**config.mk**
```make
export PLATFORM = sky130hd
export DESIGN_NAME = mux8to1_rr_flat
export DESIGN_NICKNAME = d
export VERILOG_FILES = /design/src/rtl/mux8to1_rr_if.sv /design/src/rtl/mux8to1_rr.sv /design/src/flat_wrapper.sv
export SDC_FILE = /design/constraint.sdc
export NUM_CORES = 1
export LEC_CHECK = 0
export ABC_CLOCK_PERIOD_IN_PS = 11500
export CAP_MARGIN = 0
export CORE_MARGIN = 3
export CORE_UTILIZATION = 25
export DETAILED_ROUTE_END_ITERATION = 16
export HOLD_SLACK_MARGIN = 0.03
export SKIP_CTS_REPAIR_TIMING = 1
export SLEW_MARGIN = 20
export SYNTH_ARGS = -nofsm -noshare
export SYNTH_HDL_FRONTEND = slang
export SYNTH_SLANG_ARGS = --single-unit
```
**constraint.sdc**
```tcl
create_clock -name clk -period 11.5 [get_ports clk]
set_clock_uncertainty 0.2 [all_clocks]
set_input_delay 1.725 -clock clk [delete_from_list [all_inputs] [get_ports clk]]
set_output_delay 1.725 -clock clk [all_outputs]
set_load 0.03 [all_outputs]
```
**src/rtl/mux8to1_rr_if.sv**
```systemverilog
// Bundle of the eight-channel gather bus: per-channel valid/ready/data on the
// input side and one registered valid/ready stream tagged with its source index.
interface mux8to1_rr_if #(
   parameter int WIDTH = 8
);
   logic [7:0]         in_valid;
   logic [8*WIDTH-1:0] in_data;
   logic [7:0]         in_ready;
   logic               out_valid;
   logic [WIDTH-1:0]   out_data;
   logic [2:0]         out_sel;
   logic               out_ready;

   // Producer/consumer side of the bus (drives the channels, sinks the stream).
   modport master (
      output in_valid, in_data, out_ready,
      input  in_ready, out_valid, out_data, out_sel
   );

   // Multiplexer side of the bus.
   modport slave (
      input  in_valid, in_data, out_ready,
      output in_ready, out_valid, out_data, out_sel
   );
endinterface

```
**src/rtl/mux8to1_rr.sv**
```systemverilog
// Registered 8-to-1 round-robin multiplexer. Eight valid/ready channels are
// merged into one registered output stream; every beat carries the 3-bit index
// of the channel it came from so a downstream 1-to-8 demux can route it back.
// The priority pointer moves to one past the last granted channel, so a
// granted channel becomes lowest priority for the next grant.
module mux8to1_rr #(
   parameter int WIDTH = 8
) (
   input  logic        clk,
   input  logic        rst,
   mux8to1_rr_if.slave bus
);
   logic             out_valid_q, out_valid_d;
   logic [WIDTH-1:0] out_data_q,  out_data_d;
   logic [2:0]       out_sel_q,   out_sel_d;
   logic [2:0]       prio_q,      prio_d;

   logic             load;
   logic             any_vld;
   logic [2:0]       gnt;
   logic [2:0]       idx;

   // Output register is free when empty or being drained this very cycle.
   assign load = !out_valid_q || bus.out_ready;

   // Rotating-priority search: scan from prio upward, first valid channel wins.
   // Scanning the offsets downward lets the smallest offset overwrite last.
   always_comb begin
      any_vld = 1'b0;
      gnt     = prio_q;
      idx     = '0;
      for (int k = 7; k >= 0; k--) begin
         idx = prio_q + 3'(k);
         if (bus.in_valid[idx]) begin
            gnt     = idx;
            any_vld = 1'b1;
         end
      end
   end

   // Grant strobe back to the winning channel; held off entirely during reset.
   always_comb begin
      bus.in_ready = '0;
      if (!rst && load && any_vld) begin
         bus.in_ready = 8'(1) << gnt;
      end
   end

   // Next-state for the output register and priority pointer.
   always_comb begin
      out_valid_d = out_valid_q;
      out_data_d  = out_data_q;
      out_sel_d   = out_sel_q;
      prio_d      = prio_q;
      if (load) begin
         if (any_vld) begin
            out_valid_d = 1'b1;
            out_data_d  = bus.in_data[gnt*WIDTH +: WIDTH];
            out_sel_d   = gnt;
            prio_d      = gnt + 3'd1;
         end else begin
            out_valid_d = 1'b0;
         end
      end
   end

   // State registers; reset discards any held beat immediately.
   always_ff @(posedge clk or posedge rst) begin
      if (rst) begin
         out_valid_q <= 1'b0;
         out_data_q  <= '0;
         out_sel_q   <= '0;
         prio_q      <= '0;
      end else begin
         out_valid_q <= out_valid_d;
         out_data_q  <= out_data_d;
         out_sel_q   <= out_sel_d;
         prio_q      <= prio_d;
      end
   end

   assign bus.out_valid = out_valid_q;
   assign bus.out_data  = out_data_q;
   assign bus.out_sel   = out_sel_q;
endmodule

```
**src/flat_wrapper.sv**
```systemverilog
// flat-port wrapper written by rule: the top's interface ports become plain ports
module mux8to1_rr_flat 
#(
   parameter int WIDTH = 8
)
  (clk, rst, bus_in_valid, bus_in_data, bus_out_ready, bus_in_ready, bus_out_valid, bus_out_data, bus_out_sel);
  mux8to1_rr_if #(.WIDTH(WIDTH)) bus_i ();
  input  logic clk;
  input  logic rst;
  input wire logic [$bits(bus_i.in_valid)-1:0] bus_in_valid;
  input wire logic [$bits(bus_i.in_data)-1:0] bus_in_data;
  input wire logic [$bits(bus_i.out_ready)-1:0] bus_out_ready;
  output wire logic [$bits(bus_i.in_ready)-1:0] bus_in_ready;
  output wire logic [$bits(bus_i.out_valid)-1:0] bus_out_valid;
  output wire logic [$bits(bus_i.out_data)-1:0] bus_out_data;
  output wire logic [$bits(bus_i.out_sel)-1:0] bus_out_sel;
  assign bus_i.in_valid = bus_in_valid;
  assign bus_i.in_data = bus_in_data;
  assign bus_i.out_ready = bus_out_ready;
  assign bus_in_ready = bus_i.in_ready;
  assign bus_out_valid = bus_i.out_valid;
  assign bus_out_data = bus_i.out_data;
  assign bus_out_sel = bus_i.out_sel;
  mux8to1_rr #(.WIDTH(WIDTH)) u_core (.clk(clk), .rst(rst), .bus(bus_i));
endmodule
```
Yosys cells after proc, flatten, opt, wreduce, memory -nomap -nowiden --
Index checks and enable logic that the tools add are counted.
Word-level totals: flip-flop bits (word level) 15, input port bits 75
Operators by class: shift operators 2, $add $sub $neg 8, $lt $le $gt $ge 8, multiplexer cells 34, reduce and logical (&&, ||, !) cells 6
Operators with widths (count):
- 64-bit by 7-bit indexed part select with 8-bit output | 1
- 3-bit by 4-bit < comparator with 1-bit output, second input constant | 8
- 1-bit binary-select mux with 3-bit select | 8
- 3-bit two-way mux | 8
- 1-bit two-way mux | 17
- 3-bit adder, second input constant | 4
- 8-bit two-way mux | 1
- 1-bit by 3-bit << shifter with 8-bit output, first input constant | 1
- 3-bit by 1-bit adder with 3-bit output, second input constant | 2
- 3-bit by 2-bit adder with 3-bit output, second input constant | 2
- 1-bit logical AND | 2
- 1-bit zero test | 2
- 2-bit AND reduction | 1
- 1-bit logical OR | 1

Longest topological paths before layout --
Gate-level depths: netlist of run 1.
depth in word-level cells 13, mapped depth 16

Least setup slack after synthesis of run 1 --
No wires, ideal clock.
path kind input port to output port, start in bus_in_valid[3], end out bus_in_ready[6], stages 7, path slack 4911 ps, arrival 4664 ps, cell sequence mux4_1 mux2_4 o311ai_2 a32oi_1 o41ai_4 buf_4 nor4b_1
On the way: longest elaborated chain between the ends 12, elaborated cells between the ends (all ways) 35
RTL lines:
- start: declaration | line flat_wrapper.sv:10 | input wire logic [$bits(bus_i.in_valid)-1:0] bus_in_valid;
- 1-bit binary-select mux with 3-bit select | line mux8to1_rr.sv:34 | if (bus.in_valid[idx]) begin
- 1-bit two-way mux (implied by the code) | line mux8to1_rr.sv:34
- 3-bit two-way mux or 1-bit two-way mux (tied branches) (8 in series) | line mux8to1_rr.sv:34
- 1-bit by 3-bit << shifter with 8-bit output or 1-bit logical AND (tied branches) | line mux8to1_rr.sv:45, mux8to1_rr.sv:44
- 8-bit two-way mux (*) | line mux8to1_rr.sv:44 | if (!rst && load && any_vld) begin
- end: declaration | line flat_wrapper.sv:13 | output wire logic [$bits(bus_i.in_ready)-1:0] bus_in_ready;
Every way passes the cells marked *; elsewhere a longest branch is shown, timed or not. The select of a mux whose other input is x is not followed.

Worst setup path after layout of run 1 --
start in bus_in_valid[2], end out bus_in_ready[7]
Same word-level chain as after synthesis.

==> results of run 1 <==
## routing by layer
metal | GRT usage [%] | vias to the layer above | part of all wire, %
li1 | - | 964 | -
met1 | 16.2 | 975 | 43
met2 | 20.9 | 93 | 47
met3 | 2.94 | 2 | 9.4
met4 | 2.88 | 0 | 0.57
met5 | 0 | - | 0
## layout make-up
type                    count  area, um2
clock buffers               4       45.0
fillers                   754       4740
inverters                  12       45.0
multi-input cells         157       1580
flip-flops and latches     15        375
well taps                 102        128
repair buffers             98        971
## registers in the layout, indices dropped and copies added, names as in the netlist
register              cells
u_core.prio_q             3
u_core.bus.out_data       8
u_core.bus.out_sel        3
u_core.bus.out_valid      1
## worst max-delay path: stages
cell and delay [ns]:
sky130_fd_sc_hd__clkdlybuf4s50_1 0.52, sky130_fd_sc_hd__mux4_1 0.71, sky130_fd_sc_hd__mux2_4 0.36, sky130_fd_sc_hd__o311ai_2 0.21
sky130_fd_sc_hd__a32oi_1 0.18, sky130_fd_sc_hd__o41ai_4 0.24, sky130_fd_sc_hd__buf_4 0.37, sky130_fd_sc_hd__and2_1 0.18
sky130_fd_sc_hd__ha_1 0.13, sky130_fd_sc_hd__and3_1 0.16, sky130_fd_sc_hd__clkdlybuf4s50_1 0.68
## cell usage after synthesis, drive strengths merged, types with 2 or more instances
master / n
buf: 10
o21ai: 4
nor2b: 3
o211ai: 2
nand2: 11
a21o: 2
inv: 11
nor3: 3
mux4: 26
o221ai: 3
mux2: 7
a221oi: 4
ha: 3
dfrtp: 15
a311oi: 2
o22ai: 2
nor4: 3
mux2i: 21
a22oi: 2
xnor2: 2
clkbuf: 3
xor2: 2
a21oi: 13
or2: 2
nor3b: 2
nor2: 19
## worst min path at each step
stage                                              to  slack, ns                              start  depth (start not counted)
finish              u_core.bus.out_sel[0]$_DFFE_PP0P_       0.32  u_core.bus.out_sel[0]$_DFFE_PP0P_                          1
global route        u_core.bus.out_sel[0]$_DFFE_PP0P_       0.36  u_core.bus.out_sel[0]$_DFFE_PP0P_                          1
CTS                 u_core.bus.out_sel[0]$_DFFE_PP0P_       0.33  u_core.bus.out_sel[0]$_DFFE_PP0P_                          1
detailed placement  u_core.bus.out_sel[0]$_DFFE_PP0P_       0.31  u_core.bus.out_sel[0]$_DFFE_PP0P_                          1
global placement    u_core.bus.out_sel[0]$_DFFE_PP0P_       0.30  u_core.bus.out_sel[0]$_DFFE_PP0P_                          1
floorplan            u_core.bus.out_valid$_DFFE_PP0N_       0.48   u_core.bus.out_valid$_DFFE_PP0N_                          2
## through the flow
stage               setup WS [ns]  area [um2]  hold slack [ns]
finish                       4.08        3150            0.323
global route                 3.87        3150            0.356
CTS                          4.05        3150            0.325
detailed placement           4.09        3100            0.306
global placement             4.13        3100            0.300
floorplan                    4.91        2080            0.476
## logic make-up after synthesis
group | after synthesis | share of synthesized area, %
AND/OR/NAND/NOR | 51 | 12.0
multiplexers | 54 | 43.6
adder cells (fa/ha/maj) | 3 | 1.80
buffers and inverters | 25 | 6.19
flip-flops | 15 | 18.0
AO/OA/AOI/OAI | 45 | 16.7
XOR/XNOR | 4 | 1.68
## power by group
| part | total [mW] | internal (mW) | switching (mW) |
|---|---|---|---|
| registers | 0.127 | 0.0819 | 0.0456 |
| clock network | 0.0425 | 0.0245 | 0.0180 |
| logic | 1.10 | 0.557 | 0.544 |
==> results.toml, run 1 <==
[critical_path]
crit_path_end = "bus_in_ready[7]"
endpoint_kind = "output port"
worstPathMaxFanout = 23
timing.setup.critical_path_class = "primary input to output port"
worst_ep_arrival_time_ns = 5.49
r2r_setup_slack_ns = 6.78
r2r_start = "u_core.prio_q[1]$_DFFE_PP0P_"
regToRegEndpoint = "u_core.bus.out_data[6]$_DFFE_PP0P_"
startpoint_type = "primary input"
timing.critical_path.from = "bus_in_valid[2]"
cp_data_required_time_ns = 9.58
r2r_worst_path_depth = 11

[grt]
grt_start_max_net_pins = 28
grt_first_pass_wirelength_um = 9960
tot_gr_track_use_pct = 12.4
number_of_global_route_vias_before_repair = 2065
initial_antenna_violation_count = 0
grt_overflow = 0

[layout]
synth_to_layout_area_growth_pct = 51.2
layout-drive-gt1-share_pct = 15.4
final_core_util_pct = 39.9
most_common_library_cell_in_the_layout_ignoring_fill_and_taps = "sky130_fd_sc_hd__clkdlybuf4s50_1"
num-nets-final = 365
diodes = 0
layout.cells.most_common_list = "sky130_fd_sc_hd__clkdlybuf4s50_1 (94), sky130_fd_sc_hd__mux4_2 (20), sky130_fd_sc_hd__mux2i_1 (19)"
final_cells = 388

[drt]
routedWlPerCell_um = 15.5
detail_route.wirelength_um = 6020
detail_route.vias_per_cell = 5.24
via_count = 2034
drc_viols = 0
postRouteAntennaNets = 0
detailedRoute.firstPassIterationCount = 4
drt_iter0_markers = 82

[sta]
rsz0062_at_grt = "false"
drv_slew = 0
max_slew_margin_pct = 36.1
fin_setup_tns_ns = 0
final_hold_viol_count = 0
max_freq_ghz = 0.135
timing_worst_slew_pin_value_ns = 0.958
setup_viol = 0
final_period_minus_worst_setup_slack_ns = 7.42
min_period_over_period_pct = 64.5

[hold_path]
holdCritPathClass = "flip-flop to flip-flop"

[pwr]
pwr_density_cell_mw_per_mm2 = 404
p_total_mw = 1.27
irDropWorstVdd_mv = 0.162
p_leak_nw = 1.21

[die]
core_area_mm2 = 0.00789
dieArea_mm2 = 0.00946
placementRows = 32
die_y_um = 97.3
io-pin-count = 95
start_util_pct = 26.4
die_x_extent_um = 97.3

[cts]
cts.sink_count = 15
clock_tree.buffer_depth = 2
cts_bufs_inserted = 3
cts.clk_slew.worst_paths_ns = 0.06
clockRootBuffer = "sky130_fd_sc_hd__clkbuf_8"
clkLatencyLatePin_ns = 0.24
htree_levels = 1
tritoncts = "built"

[place]
detailed_place_hpwl_um = 4820
port_buffers = 94
place.gp.congestion = 0.805
placedCellCount = 384

[synth]
ys_top_cells_by_area = "sky130_fd_sc_hd__mux4_2 (22%), sky130_fd_sc_hd__dfrtp_1 (18%), sky130_fd_sc_hd__mux2i_1 (9.1%), sky130_fd_sc_hd__mux4_1 (7.6%), sky130_fd_sc_hd__nor2_1 (3.4%)"
synth_edf_count = 0
synthesis.nets = 275
yosys.area.top_type = "sky130_fd_sc_hd__mux4_2"
yosys.area.top_type_share_pct = 21.6
ys.warnings.count = 0
synthesis.area_mm2 = 0.00208
post_synth_num_cell_types = 54
synth.yosys.seq_area_share_pct = 18.0
synthesis.instances = 197
average_size_of_a_mapped_cell_um2 = 10.6
dominantRegCellSynth = "sky130_fd_sc_hd__dfrtp_1"
synth_seq_cells = 15
async_reset_ff_share_pct = 100

[flow_run]
max_cap_violations = 0

[status]
run_status = "complete, no violations"
No activity file was read; power rests on OpenSTA's default activity.
==> inputs of run 2 (changes only) <==
ABC_CLOCK_PERIOD_IN_PS = 7040   (was 11500)
clock period = 7.04 ns   (was 11.5 ns; I/O delays follow)
==> run 2 against run 1 <==
First-iteration DRC count grew 9.8%. Cell count grew 0.52%. Setup slack lost 3.3 ns. Count of clock-buffer cells in the layout shrank 1. Worst hold slack lost 0.0075 ns. Clock power grew 64%. Total power grew 65%. Largest cell class unchanged.
==> results.toml, run 2 (synthesis results as in run 1) <==
[cts]
clkLatencyLatePin_ns = 0.25
htree_levels = 1
cts_bufs_inserted = 3
cts.clk_slew.worst_paths_ns = 0.06
tritoncts = "built"
clockRootBuffer = "sky130_fd_sc_hd__clkbuf_8"
cts.sink_count = 15
clock_tree.buffer_depth = 2

[critical_path]
regToRegEndpoint = "u_core.bus.out_data[6]$_DFFE_PP0P_"
worst_ep_arrival_time_ns = 4.98
crit_slowest_cell = "sky130_fd_sc_hd__mux4_1"
worstPathMaxFanout = 14
cp_most_frequent_cell = "sky130_fd_sc_hd__clkdlybuf4s50_1"
timing.critical_path.max_delay_family = "buffers and inverters"
max_stage_delay_ns = 0.72
endpoint_kind = "output port"
worst-path-buf-inv = 3
r2r_start = "u_core.prio_q[0]$_DFFE_PP0P_"
r2r_worst_path_depth = 12
timing.setup.critical_path_class = "primary input to output port"
r2r_setup_slack_ns = 2.46
startpoint_type = "primary input"
cp_data_required_time_ns = 5.78
worstPathCellList = "clkdlybuf4s50_1 > mux4_1 > mux2_4 > o21ai_0 > mux2i_1 > nor2_2 > buf_4 > and2_1 > ha_1 > and3_1 > clkdlybuf4s50_1"

[die]
dieArea_mm2 = 0.00946
core_area_mm2 = 0.00789
start_util_pct = 26.4
die_x_extent_um = 97.3
io-pin-count = 95
die_y_um = 97.3
placementRows = 32

[flow_run]
max_cap_violations = 0

[grt]
initial_antenna_violation_count = 0
grt_overflow = 0
tot_gr_track_use_pct = 12.6
number_of_global_route_vias_before_repair = 2089
grt_start_max_net_pins = 28
grt_first_pass_wirelength_um = 9960

[place]
placement.setup.worst_slack_ns = 0.825
placement.cell_area_mm2 = 0.00312
port_buffers = 94
detailed_place_hpwl_um = 4820
place.gp.congestion = 0.828

[hold_path]
holdCritPathClass = "flip-flop to flip-flop"
hold-path-endpoint = "u_core.bus.out_sel[1]$_DFFE_PP0P_"
min_path_cells = 1
worstHoldStart = "u_core.bus.out_sel[1]$_DFFE_PP0P_"

[pwr]
p_leak_nw = 1.22
pwr_density_cell_mw_per_mm2 = 662
irDropWorstVdd_mv = 0.365

[sta]
rsz0062_at_grt = "false"
max_freq_ghz = 0.160
max_slew_margin_pct = 61.0
fin_setup_tns_ns = 0
timing_worst_slew_pin_value_ns = 0.585
drv_slew = 0
final_hold_viol_count = 0
setup_viol = 0
setup_slack_ns = 0.806
min_period_over_period_pct = 88.6
final_period_minus_worst_setup_slack_ns = 6.23

[drt]
via_count = 2064
postRouteAntennaNets = 0
detail_route.vias_per_cell = 5.29
routedWlPerCell_um = 15.5
drt_iter0_markers = 90
drc_viols = 0
detail_route.wirelength_um = 6030
detailedRoute.firstPassIterationCount = 4

[layout]
ff_latch_area_um2 = 375
fillers = 752
largest_register_ffs = 8
synth_to_layout_area_growth_pct = 52.0
most_common_library_cell_in_the_layout_ignoring_fill_and_taps = "sky130_fd_sc_hd__clkdlybuf4s50_1"
layout-drive-gt1-share_pct = 16.3
layout.cells.most_common_list = "sky130_fd_sc_hd__clkdlybuf4s50_1 (94), sky130_fd_sc_hd__mux4_2 (20), sky130_fd_sc_hd__mux2i_1 (19)"
num-nets-final = 367
diodes = 0
multiInputGateArea_mm2 = 0.00158
finalInstanceArea_mm2 = 0.00316

[status]
run_status = "complete, no violations"
## run 2: stage by stage
step	instances	hold WS [ns]	utilization (%)	power, mW
5_1_grt	390	0.344	40.1	2.29
6_report	390	0.315	40.1	2.09
4_1_cts	390	0.322	40.1	2.13
3_5_place_dp	386	0.308	39.5	2.04
2_1_floorplan	197	0.476	-	1.69
3_3_place_gp	386	0.294	39.5	2.03
## run 2: routing by layer
layer,up-vias,global-route usage (%),share of wire (%)
met4,0,3.83,1.3
met1,978,16.7,43
met3,6,2.87,9.3
met2,109,20.4,46
li1,971,-,-
met5,-,0,0
## run 2: area by class of cell
class | instances | area share (%)
multi-input combinational | 157 | 50.1
timing repair buffer | 100 | 31.2
sequential | 15 | 11.9
tap | 102 | 4.03
inverter | 12 | 1.42
clock buffer | 3 | 1.30
clock inverter | 1 | 0.158
## run 2: report_power, final
group	switching (mW)	total, mW	internal [mW]
registers	0.0354	0.170	0.134
logic	0.935	1.85	0.919
clock network	0.0308	0.0699	0.0392
## run 2: how the worst max path moves through the flow
stage | startpoint | end | slack (ns) | depth (start not counted)
after detailed placement | bus_in_valid[2] | bus_in_ready[7] | 0.82 | 11
after global routing | bus_in_valid[3] | bus_in_ready[7] | 0.60 | 11
after floorplan | u_core.prio_q[1]$_DFFE_PP0P_ | bus_in_ready[6] | 1.62 | 12
after global placement | bus_in_valid[2] | bus_in_ready[7] | 0.86 | 11
after CTS | bus_in_valid[2] | bus_in_ready[7] | 0.79 | 11
final | bus_in_valid[2] | bus_in_ready[7] | 0.81 | 11
==> inputs of run 3 (changes only) <==
CELL_PAD_IN_SITES_DETAIL_PLACEMENT = 0   (was default)
CELL_PAD_IN_SITES_GLOBAL_PLACEMENT = 1   (was default)
PLACE_DENSITY_LB_ADDON = 0.1   (was default)
==> run 3 against run 2 <==
Via count shrank 3.0%. Critical path depth shrank 1. Sequential share of layout area is essentially flat. Non-clock buffer count is the same. Global-route usage grew 1.8 points. Sequential power is essentially flat. Critical endpoint unchanged. Largest power group unchanged. Highest routed layer unchanged.
==> results.toml, run 3 (synthesis results as in run 1) <==
[drt]
routedWlPerCell_um = 17.8
detail_route.wirelength_um = 6930
drt_iter0_markers = 135
postRouteAntennaNets = 0
detail_route.vias_per_cell = 5.14
detailedRoute.firstPassIterationCount = 4
via_count = 2003
drc_viols = 0

[grt]
tot_gr_track_use_pct = 14.4
grt_overflow = 0
initial_antenna_violation_count = 0
number_of_global_route_vias_before_repair = 2067
grt_first_pass_wirelength_um = 11100
grt_start_max_net_pins = 24

[pwr]
pwr_density_cell_mw_per_mm2 = 677
p_leak_nw = 1.22
irDropWorstVdd_mv = 0.259
p_total_mw = 2.14

[cts]
tritoncts = "built"
htree_levels = 1
clock_tree.buffer_depth = 2
cts.clk_slew.worst_paths_ns = 0.08
cts_bufs_inserted = 3
clockRootBuffer = "sky130_fd_sc_hd__clkbuf_8"
cts.sink_count = 15
clkLatencyLatePin_ns = 0.26

[flow_run]
max_cap_violations = 0

[die]
placementRows = 32
die_x_extent_um = 97.3
die_y_um = 97.3
io-pin-count = 95
core_area_mm2 = 0.00789
start_util_pct = 26.4
dieArea_mm2 = 0.00946

[layout]
num-nets-final = 367
synth_to_layout_area_growth_pct = 52.1
ff_latch_area_um2 = 375
layout-drive-gt1-share_pct = 16.3
diodes = 0
largest_register_ffs = 8
finalInstanceArea_mm2 = 0.00317
multiInputGateArea_mm2 = 0.00158
most_common_library_cell_in_the_layout_ignoring_fill_and_taps = "sky130_fd_sc_hd__clkdlybuf4s50_1"
final_core_util_pct = 40.1
fillers = 759
layout.cells.most_common_list = "sky130_fd_sc_hd__clkdlybuf4s50_1 (94), sky130_fd_sc_hd__mux4_2 (20), sky130_fd_sc_hd__mux2i_1 (19)"

[critical_path]
crit_slowest_cell = "sky130_fd_sc_hd__mux4_1"
startpoint_type = "primary input"
worstPathMaxFanout = 12
max_stage_delay_ns = 0.71
worst_ep_arrival_time_ns = 4.86
endpoint_kind = "output port"
worstPathCellList = "clkdlybuf4s50_1 > mux4_1 > mux2_4 > o311ai_2 > a32oi_1 > o41ai_4 > and2_1 > ha_1 > and3_1 > clkdlybuf4s50_1"
cp_data_required_time_ns = 5.78
cp_most_frequent_cell = "sky130_fd_sc_hd__clkdlybuf4s50_1"
timing.critical_path.max_delay_family = "buffers and inverters"
worst-path-buf-inv = 2
timing.setup.critical_path_class = "primary input to output port"

[sta]
fin_setup_tns_ns = 0
drv_slew = 0
min_period_over_period_pct = 86.9
setup_viol = 0
rsz0062_at_grt = "false"
max_slew_margin_pct = 48.3
fin_hold_ws_ns = 0.323
final_period_minus_worst_setup_slack_ns = 6.12
max_freq_ghz = 0.163
final_hold_viol_count = 0
timing_worst_slew_pin_value_ns = 0.775

[place]
port_buffers = 94
placement.cell_area_mm2 = 0.00312
detailed_place_hpwl_um = 5630
place.gp.congestion = 0.787

[hold_path]
holdCritPathClass = "flip-flop to flip-flop"

[status]
run_status = "complete, no violations"
[run 3: metal layers]
layer / wire [um] / track usage [%]
met5: 0 / 0
met4: 58 / 1.81
met3: 209 / 1.79
met2: 3690 / 26.3
met1: 2980 / 18.6
[run 3: area by class of cell]
type | count | area share, %
clock buffer | 3 | 1.30
clock inverter | 1 | 0.237
inverter | 12 | 1.42
multi-input combinational | 157 | 50.0
sequential | 15 | 11.9
tap | 102 | 4.03
timing repair buffer | 100 | 31.1
[run 3: worst reg2reg max path, delay by kind of cell, from the launching register on]
kind	cells	cell delay, ns
flops	1	0.35
buf+inv	2	0.55
compound gates	4	1.11
fa+ha+maj	1	0.55
mux	4	1.56
[run 3: where the power goes]
part	total (mW)	switching, mW	internal (mW)
sequential	0.170	0.0353	0.134
combinational	1.90	0.967	0.934
clock	0.0738	0.0340	0.0398
total	2.14	1.04	1.11
[run 3: final timing paths]
check,startpoint,endpoint,slack (ns),cells past startpoint
setup / recovery,bus_in_valid[3],bus_in_ready[7],0.92,10
hold / removal,u_core.bus.out_sel[0]$_DFFE_PP0P_,u_core.bus.out_sel[0]$_DFFE_PP0P_,0.32,1
setup reg to reg,u_core.prio_q[0]$_DFFE_PP0P_,u_core.bus.out_data[6]$_DFFE_PP0P_,2.60,11
hold reg to reg,u_core.bus.out_sel[0]$_DFFE_PP0P_,u_core.bus.out_sel[0]$_DFFE_PP0P_,0.32,1
max in group asynchronous,rst,u_core.bus.out_data[1]$_DFFE_PP0P_,5.22,2
min in group asynchronous,rst,u_core.prio_q[1]$_DFFE_PP0P_,0.98,2
[run 3: through the flow]
step	setup WS [ns]	instances
2_1_floorplan	1.62	197
3_3_place_gp	0.889	386
3_5_place_dp	0.912	386
4_1_cts	0.886	390
5_1_grt	0.660	390
6_report	0.919	390
